[src/rtl/fp_pkg.sv]
// Shared definitions for the sequential divider: field widths, bias, canonical qNaN,
// operand classification helpers and the FSM state type.
package fp_pkg;

  localparam int unsigned FP_NEXP  = 8;
  localparam int unsigned FP_NSIG  = 7;
  localparam int unsigned FP_WIDTH = 1 + FP_NEXP + FP_NSIG;
  localparam int unsigned BIAS     = 2 ** (FP_NEXP - 1) - 1;

  localparam logic [FP_NEXP-1:0]  EXP_MAX = '1;
  localparam logic [FP_WIDTH-1:0] QNAN    = {1'b0, EXP_MAX, 1'b1, {(FP_NSIG - 1){1'b0}}};

  typedef enum logic [2:0] {StIdle, StRecip, StMul, StNorm, StDone} state_e;

  // Subnormals are flushed: a zero exponent alone means zero.
  function automatic logic is_zero(input logic [FP_NEXP-1:0] e);
    return e == '0;
  endfunction

  function automatic logic is_inf(input logic [FP_NEXP-1:0] e, input logic [FP_NSIG-1:0] f);
    return (e == EXP_MAX) && (f == '0);
  endfunction

  function automatic logic is_nan(input logic [FP_NEXP-1:0] e, input logic [FP_NSIG-1:0] f);
    return (e == EXP_MAX) && (f != '0);
  endfunction

endpackage

[src/rtl/fp_nr_step.sv]
// One combinational Newton-Raphson reciprocal step: x_next = x * (2 - m_b * x).
// m_b is Q1.NSIG, x and x_next are Q1.(NSIG+GUARD); both products are truncated.
module fp_nr_step #(
  parameter int unsigned NSIG  = 7,
  parameter int unsigned GUARD = 8
) (
  input  logic [NSIG:0]       m_b,
  input  logic [NSIG+GUARD:0] x,
  output logic [NSIG+GUARD:0] x_next
);

  localparam int unsigned F = NSIG + GUARD;
  localparam logic [F+1:0] TWO = {2'b10, {F{1'b0}}};

  logic [NSIG+F+1:0] mx;
  logic [F+1:0]      t;
  logic [F+1:0]      d;
  logic [2*F+2:0]    xd;
  logic              unused_bits;

  always_comb begin
    mx     = {{(F + 1){1'b0}}, m_b} * {{(NSIG + 1){1'b0}}, x};
    t      = mx[NSIG+F+1:NSIG];
    d      = TWO - t;
    xd     = {{(F + 2){1'b0}}, x} * {{(F + 1){1'b0}}, d};
    // x never exceeds 1.0, so the integer bits above Q1 are always zero.
    x_next = xd[2*F:F];
  end

  assign unused_bits = ^{mx[NSIG-1:0], xd[2*F+2:2*F+1], xd[F-1:0]};

endmodule

[src/rtl/fp_div_seq.sv]
// Multi-cycle FP divider Q = A / B: NR reciprocal of m_B, multiply by m_A, normalise, pack.
// Define FPDIV_RNE_ROUND_EN for round-to-nearest-even; the default build truncates.
module fp_div_seq
  import fp_pkg::*;
#(
  parameter int unsigned NEXP  = FP_NEXP,
  parameter int unsigned NSIG  = FP_NSIG,
  parameter int unsigned NITER = 3,
  parameter int unsigned GUARD = 8
) (
  input  logic                 clk,
  input  logic                 rst,
  input  logic                 in_valid,
  output logic                 in_ready,
  input  logic [NEXP+NSIG:0]   in_a,
  input  logic [NEXP+NSIG:0]   in_b,
  output logic                 out_valid,
  input  logic                 out_ready,
  output logic [NEXP+NSIG:0]   out_q,
  output logic                 out_dbz
);

  localparam int unsigned F  = NSIG + GUARD;
  localparam int unsigned XW = F + 1;
  localparam int unsigned PW = NSIG + F + 2;
  localparam int unsigned EW = NEXP + 2;
  localparam int unsigned CW = (NITER > 1) ? $clog2(NITER) : 1;
  localparam logic [XW-1:0] THREE_HALF = XW'(3) << (F - 1);

  state_e state_q, state_d;

  logic                sign_q, sign_d;
  logic [NEXP-1:0]     ea_q, ea_d, eb_q, eb_d;
  logic [NSIG:0]       ma_q, ma_d, mb_q, mb_d;
  logic [XW-1:0]       x_q, x_d, x_next;
  logic [PW-1:0]       p_q, p_d;
  logic [CW-1:0]       cnt_q, cnt_d;
  logic [NEXP+NSIG:0]  q_q, q_d;
  logic                dbz_q, dbz_d;

  logic [NEXP-1:0]     exp_a, exp_b;
  logic [NSIG-1:0]     frac_a, frac_b;
  logic                zero_a, zero_b, inf_a, inf_b, nan_a, nan_b;
  logic                special, sign_in, last_iter;
  logic [NEXP+NSIG:0]  spec_q;
  logic                spec_dbz;

  assign exp_a     = in_a[NEXP+NSIG-1:NSIG];
  assign exp_b     = in_b[NEXP+NSIG-1:NSIG];
  assign frac_a    = in_a[NSIG-1:0];
  assign frac_b    = in_b[NSIG-1:0];
  assign zero_a    = is_zero(exp_a);
  assign zero_b    = is_zero(exp_b);
  assign inf_a     = is_inf(exp_a, frac_a);
  assign inf_b     = is_inf(exp_b, frac_b);
  assign nan_a     = is_nan(exp_a, frac_a);
  assign nan_b     = is_nan(exp_b, frac_b);
  assign special   = zero_a | zero_b | inf_a | inf_b | nan_a | nan_b;
  assign sign_in   = in_a[NEXP+NSIG] ^ in_b[NEXP+NSIG];
  assign last_iter = cnt_q == CW'(NITER - 1);

  // Special-operand results, highest priority first.
  always_comb begin
    spec_q   = {sign_in, {(NEXP + NSIG){1'b0}}};
    spec_dbz = 1'b0;
    if (nan_a || nan_b || (zero_a && zero_b) || (inf_a && inf_b)) begin
      spec_q = QNAN;
    end else if (zero_b && !inf_a) begin
      spec_q   = {sign_in, EXP_MAX, {NSIG{1'b0}}};
      spec_dbz = 1'b1;
    end else if (inf_a) begin
      spec_q = {sign_in, EXP_MAX, {NSIG{1'b0}}};
    end
  end

  fp_nr_step #(
    .NSIG  (NSIG),
    .GUARD (GUARD)
  ) u_nr_step (
    .m_b    (mb_q),
    .x      (x_q),
    .x_next (x_next)
  );

  // Normalisation, optional rounding and range check of the registered product.
  logic signed [EW-1:0] e_norm;
  logic [PW-1:0]        pn;
  logic [NSIG-1:0]      frac_n;
  logic [NEXP+NSIG:0]   norm_q;
  logic                 unused_pn;
`ifdef FPDIV_RNE_ROUND_EN
  logic                 rnd_up;
  logic                 carry;
`endif

  always_comb begin
    e_norm = $signed({2'b00, ea_q}) - $signed({2'b00, eb_q}) + $signed(EW'(BIAS));
    pn     = p_q;
    if (p_q[PW-1:PW-2] == 2'b00) begin
      pn     = p_q << 1;
      e_norm = e_norm - $signed(EW'(1));
    end
    frac_n = pn[PW-3 -: NSIG];
`ifdef FPDIV_RNE_ROUND_EN
    rnd_up = pn[F-1] && (pn[F-2] || (|pn[F-3:0]) || frac_n[0]);
    {carry, frac_n} = {1'b0, frac_n} + (NSIG + 1)'(rnd_up);
    if (carry) begin
      e_norm = e_norm + $signed(EW'(1));
    end
`endif
    if (e_norm >= $signed({2'b00, EXP_MAX})) begin
      norm_q = {sign_q, EXP_MAX, {NSIG{1'b0}}};
    end else if (e_norm <= $signed(EW'(0))) begin
      norm_q = {sign_q, {(NEXP + NSIG){1'b0}}};
    end else begin
      norm_q = {sign_q, e_norm[NEXP-1:0], frac_n};
    end
  end

`ifdef FPDIV_RNE_ROUND_EN
  assign unused_pn = ^pn[PW-1:PW-2];
`else
  assign unused_pn = ^{pn[PW-1:PW-2], pn[F-1:0]};
`endif

  // FSM: state register, next-state logic, outputs.
  always_ff @(posedge clk or posedge rst) begin
    if (rst) begin
      state_q <= StIdle;
    end else begin
      state_q <= state_d;
    end
  end

  always_comb begin
    state_d = state_q;
    unique case (state_q)
      StIdle:  if (in_valid) state_d = special ? StDone : StRecip;
      StRecip: if (last_iter) state_d = StMul;
      StMul:   state_d = StNorm;
      StNorm:  state_d = StDone;
      StDone:  if (out_ready) state_d = StIdle;
      default: state_d = StIdle;
    endcase
  end

  always_comb begin
    in_ready  = state_q == StIdle;
    out_valid = state_q == StDone;
  end

  // Datapath next-state.
  always_comb begin
    sign_d = sign_q;
    ea_d   = ea_q;
    eb_d   = eb_q;
    ma_d   = ma_q;
    mb_d   = mb_q;
    x_d    = x_q;
    p_d    = p_q;
    cnt_d  = cnt_q;
    q_d    = q_q;
    dbz_d  = dbz_q;
    unique case (state_q)
      StIdle: begin
        if (in_valid) begin
          sign_d = sign_in;
          ea_d   = exp_a;
          eb_d   = exp_b;
          ma_d   = {1'b1, frac_a};
          mb_d   = {1'b1, frac_b};
          // x0 = 1.5 - m_B/2 lands in (0.5, 1.0] and is exactly 1.0 for m_B == 1.0.
          x_d    = THREE_HALF - ({1'b1, frac_b, {GUARD{1'b0}}} >> 1);
          cnt_d  = '0;
          dbz_d  = 1'b0;
          if (special) begin
            q_d   = spec_q;
            dbz_d = spec_dbz;
          end
        end
      end
      StRecip: begin
        x_d   = x_next;
        cnt_d = last_iter ? '0 : cnt_q + CW'(1);
      end
      StMul:   p_d = {{(F + 1){1'b0}}, ma_q} * {{(NSIG + 1){1'b0}}, x_q};
      StNorm:  q_d = norm_q;
      default: ;
    endcase
  end

  always_ff @(posedge clk or posedge rst) begin
    if (rst) begin
      sign_q <= 1'b0;
      ea_q   <= '0;
      eb_q   <= '0;
      ma_q   <= '0;
      mb_q   <= '0;
      x_q    <= '0;
      p_q    <= '0;
      cnt_q  <= '0;
      q_q    <= '0;
      dbz_q  <= 1'b0;
    end else begin
      sign_q <= sign_d;
      ea_q   <= ea_d;
      eb_q   <= eb_d;
      ma_q   <= ma_d;
      mb_q   <= mb_d;
      x_q    <= x_d;
      p_q    <= p_d;
      cnt_q  <= cnt_d;
      q_q    <= q_d;
      dbz_q  <= dbz_d;
    end
  end

  assign out_q   = q_q;
  assign out_dbz = dbz_q;

endmodule

[config.mk]
export PLATFORM = sky130hd
export DESIGN_NAME = fp_div_seq
export DESIGN_NICKNAME = d
export VERILOG_FILES = /design/src/rtl/fp_pkg.sv /design/src/rtl/fp_nr_step.sv /design/src/rtl/fp_div_seq.sv
export SDC_FILE = /design/constraint.sdc
export NUM_CORES = 1
export LEC_CHECK = 0
export ABC_CLOCK_PERIOD_IN_PS = 33800
export BUFFER_PORTS_ARGS = -buffer_cell sky130_fd_sc_hd__buf_2
export CORE_UTILIZATION = 65
export DETAILED_ROUTE_END_ITERATION = 6
export PLACE_DENSITY = 0.83
export SYNTH_ARGS = -nofsm -noshare
export SYNTH_HDL_FRONTEND = slang
export SYNTH_SLANG_ARGS = --single-unit
[constraint.sdc]
create_clock -name clk -period 33.8 [get_ports clk]
set_input_delay 1.69 -clock clk [delete_from_list [all_inputs] [get_ports clk]]
set_output_delay 1.69 -clock clk [all_outputs]
set_load 0.05 [all_outputs]
==> flow_summary.yaml <==
yosys:
  yosys.area_share.simple: 0.209
  synth_compound_area_frac: 0.0800
  synthAdderAreaFrac: 0.479
  synth-xor-area-share: 0.0281
  ys.flop_type: "dfrtp_1"
  syn_area_per_cell_sq_um: 8.75
  ys_warn_count: 0
  syn-num-nets: 2930
  ys_seq_area_frac: 0.0980
  syn_area_sq_um: 20400
  synth_cells: 2336
  synthMuxAreaShare: 0.00643
  async_flop_share: 1.00
  synth_top_family_by_area: "adder cells"
  ys_ff_latch: 80
  synth_edf_count: 0
  yosysUniqueCellTypes: 78
route:
  drt-total-wl_mm: 45.8
  routed_via_density: 5.81
  wl_per_cell_microns: 16.8
  vias: 15816
  met2_length_mm: 22.5
  ant_nets: 0
  wl_met3_mm: 2.86
  drt_iter0_drc: 920
  drt-met1-wl_mm: 19.2
  drc: 0
  drt-pass1-iter-count: 5
  top_layer: "met4"
cts:
  cts.hold.buffers_added: 0
  clkTransAtPathRegs_ns: 0.07
  clock-root-buffer: "clkbuf_16"
  clock_sinks: 80
  clock_path_buffers: 2
  h-tree-depth: 3
  clkLatencyLatePin_ns: 0.36
  cts_resized: 0
  cts_setup_buffers: 0
  cts_buffers: 9
  cts_tree: "built"
sta:
  setup-violations-final: 0
  clock_skew_ns: 0.00995
  rsz0062_at_grt: "no"
  fin_crit_ns: 12.59
  max_slew.worst_pin.slew_ns: 1.33
  min_period_over_period: 0.372
  relSlewSlack: 0.113
  slew_violations: 0
  tns_ns: 0
  fmax_mhz: 79.5
  final-hold-violation-count: 0
placed_design:
  dp_hpwl_mm: 35.9
  dp_cells: 2707
  place_congestion: 0.890
  place.port_buffers: 54
cells_and_area:
  drive_gt1_frac: 0.0572
  final_common_cell: "inv_1"
  final_cells: 2724
  finalNetCount: 2916
  fin_util: 0.695
  final_cell_mix: "425 x inv_1, 381 x nand2_1, 373 x fa_1"
  syn_to_final_growth_pct: 4.54
grt:
  grt_max_degree: 81
  grt_remaining_overflow: 0
  grt_usage: 0.307
  antenna_found_initial: 1
  grt_pass1_vias: 16573
  grt_pass1_wl_mm: 78.2
critical_path:
  critPathMaxStageDelay_ns: 1.02
  cp_common_cell: "fa_1"
  endpoint_kind: "flip-flop"
  cp.required_ns: 34.09
  worstSetupPathType: "flip-flop to flip-flop"
  slowest_stage: "a21oi_1"
  critical-path-top-delay-family: "adder cells"
  critical_path_buf_inv_count: 11
  crit_path_start_kind: "flip-flop"
  cp_max_fo: 23
  arrival_ns: 12.87
floorplanning:
  io_pins: 55
  initial_core_util: 0.664
  die_h_microns: 179
  core-area_sq_um: 30700
  die_area_sq_um: 32100
  fp-row-count: 64
  die_w_microns: 179
status:
  status: "finished clean"
run:
  cap_violations: 0
min_path:
  holdCritPathClass: "flip-flop to flip-flop"
==> synth_stat cells, types with 3 or more instances <==
master,number,area (sq um)
a2111oi_0,3,26.3
a2111oi_4,3,82.6
a211oi_1,12,90.1
a21boi_0,4,30.0
a21o_1,18,135
a21oi_1,48,240
a221o_1,3,30.0
a22oi_1,4,30.0
a31oi_1,7,43.8
and2_1,264,1650
and2_4,4,35.0
and3_1,12,75.1
and4_1,4,35.0
buf_1,3,11.3
buf_2,3,15.0
clkbuf_1,99,372
dfrtp_1,80,2000
fa_1,373,7470
ha_1,185,2310
inv_1,426,1600
mux2i_1,12,120
nand2_1,381,1430
nand2b_1,17,106
nand3_1,23,115
nand3b_1,7,52.6
nand4_1,14,87.6
nand4b_1,5,43.8
nor2_1,41,154
nor2b_1,10,62.6
nor3_1,23,115
nor4_1,7,43.8
nor4b_1,4,35.0
o2111ai_1,3,26.3
o211ai_1,12,90.1
o21a_1,11,82.6
o21ai_0,67,335
o21ai_1,5,25.0
o21bai_1,7,52.6
o31ai_1,8,60.1
or2_2,6,37.5
or3_1,6,37.5
or4_1,6,45.0
xnor2_1,45,394
xor2_1,18,158
==> stage by stage <==
stage	cell area [sq um]	hold slack, ns	worst slack, ns
2_1_floorplan	20400	0.449	22.58
3_3_place_gp	21000	0.460	21.62
3_5_place_dp	21000	0.468	21.24
4_1_cts	21400	0.484	21.21
5_1_grt	21400	0.503	20.57
6_report	21400	0.479	21.21
==> registers in the layout, indices dropped and copies added (netlist names) <==
register and cells:
cnt_q 2, ea_q 8, eb_q 8, ma_q 8, mb_q 7, out_dbz 1
out_q 16, p_q 10, sign_q 1, state_q 3, x_q 16
==> per-layer routing <==
layer,global-route usage,vias to the layer above
met3,0.0422,103
met5,0,-
met2,0.518,550
met4,0.0879,0
met1,0.413,7953
li1,-,7210
==> cells by family (layout without fill, tap and decap cells) <==
kind of cell               Yosys count  in the layout
AOI/OAI and AO/OA                  240            240
xor gates and xnor gates            64             64
adders and majority gates          558            558
buffers and inverters              535            526
DFF                                 80             80
muxes                               13             13
other                                0              1
and+or+nand+nor                    846            846
==> cell type report <==
| cell class | count | area (sq um) |
|---|---|---|
| flip-flops and latches | 80 | 2000 |
| diodes | 1 | 2.50 |
| clock buffers | 9 | 225 |
| fillers | 2401 | 9390 |
| multi-input cells | 1721 | 16400 |
| inverters | 426 | 1600 |
| well taps | 396 | 495 |
| clock inverters | 7 | 110 |
| repair buffers | 84 | 495 |
==> worst paths after layout <==
check                                     from               endpoint  slack, ns  depth (start not counted)
max                         x_q[4]$_DFFE_PP0P_    x_q[15]$_DFFE_PP0P_      21.21                         43
min                        out_dbz$_DFFE_PP0P_    out_dbz$_DFFE_PP0P_       0.48                          2
max reg2reg                 x_q[4]$_DFFE_PP0P_    x_q[15]$_DFFE_PP0P_      21.21                         43
min reg2reg                out_dbz$_DFFE_PP0P_    out_dbz$_DFFE_PP0P_       0.48                          2
max in group asynchronous                  rst  out_q[14]$_DFFE_PP0P_      31.45                          3
min in group asynchronous                  rst    ea_q[7]$_DFFE_PP0P_       1.62                          3
==> worst register-to-register path: cells and delay by family, from the launching register on <==
family | cells | cell delay [ns]
fa+ha+maj | 13 | 5.89
compound gates | 9 | 2.71
simple gates | 7 | 1.54
buf+inv | 11 | 1.13
xor+xnor | 3 | 0.67
flops | 1 | 0.58
Power is left out: the tool's default activity adds up to more than one toggle a clock period on the data nets, which glitch-free logic cannot reach.
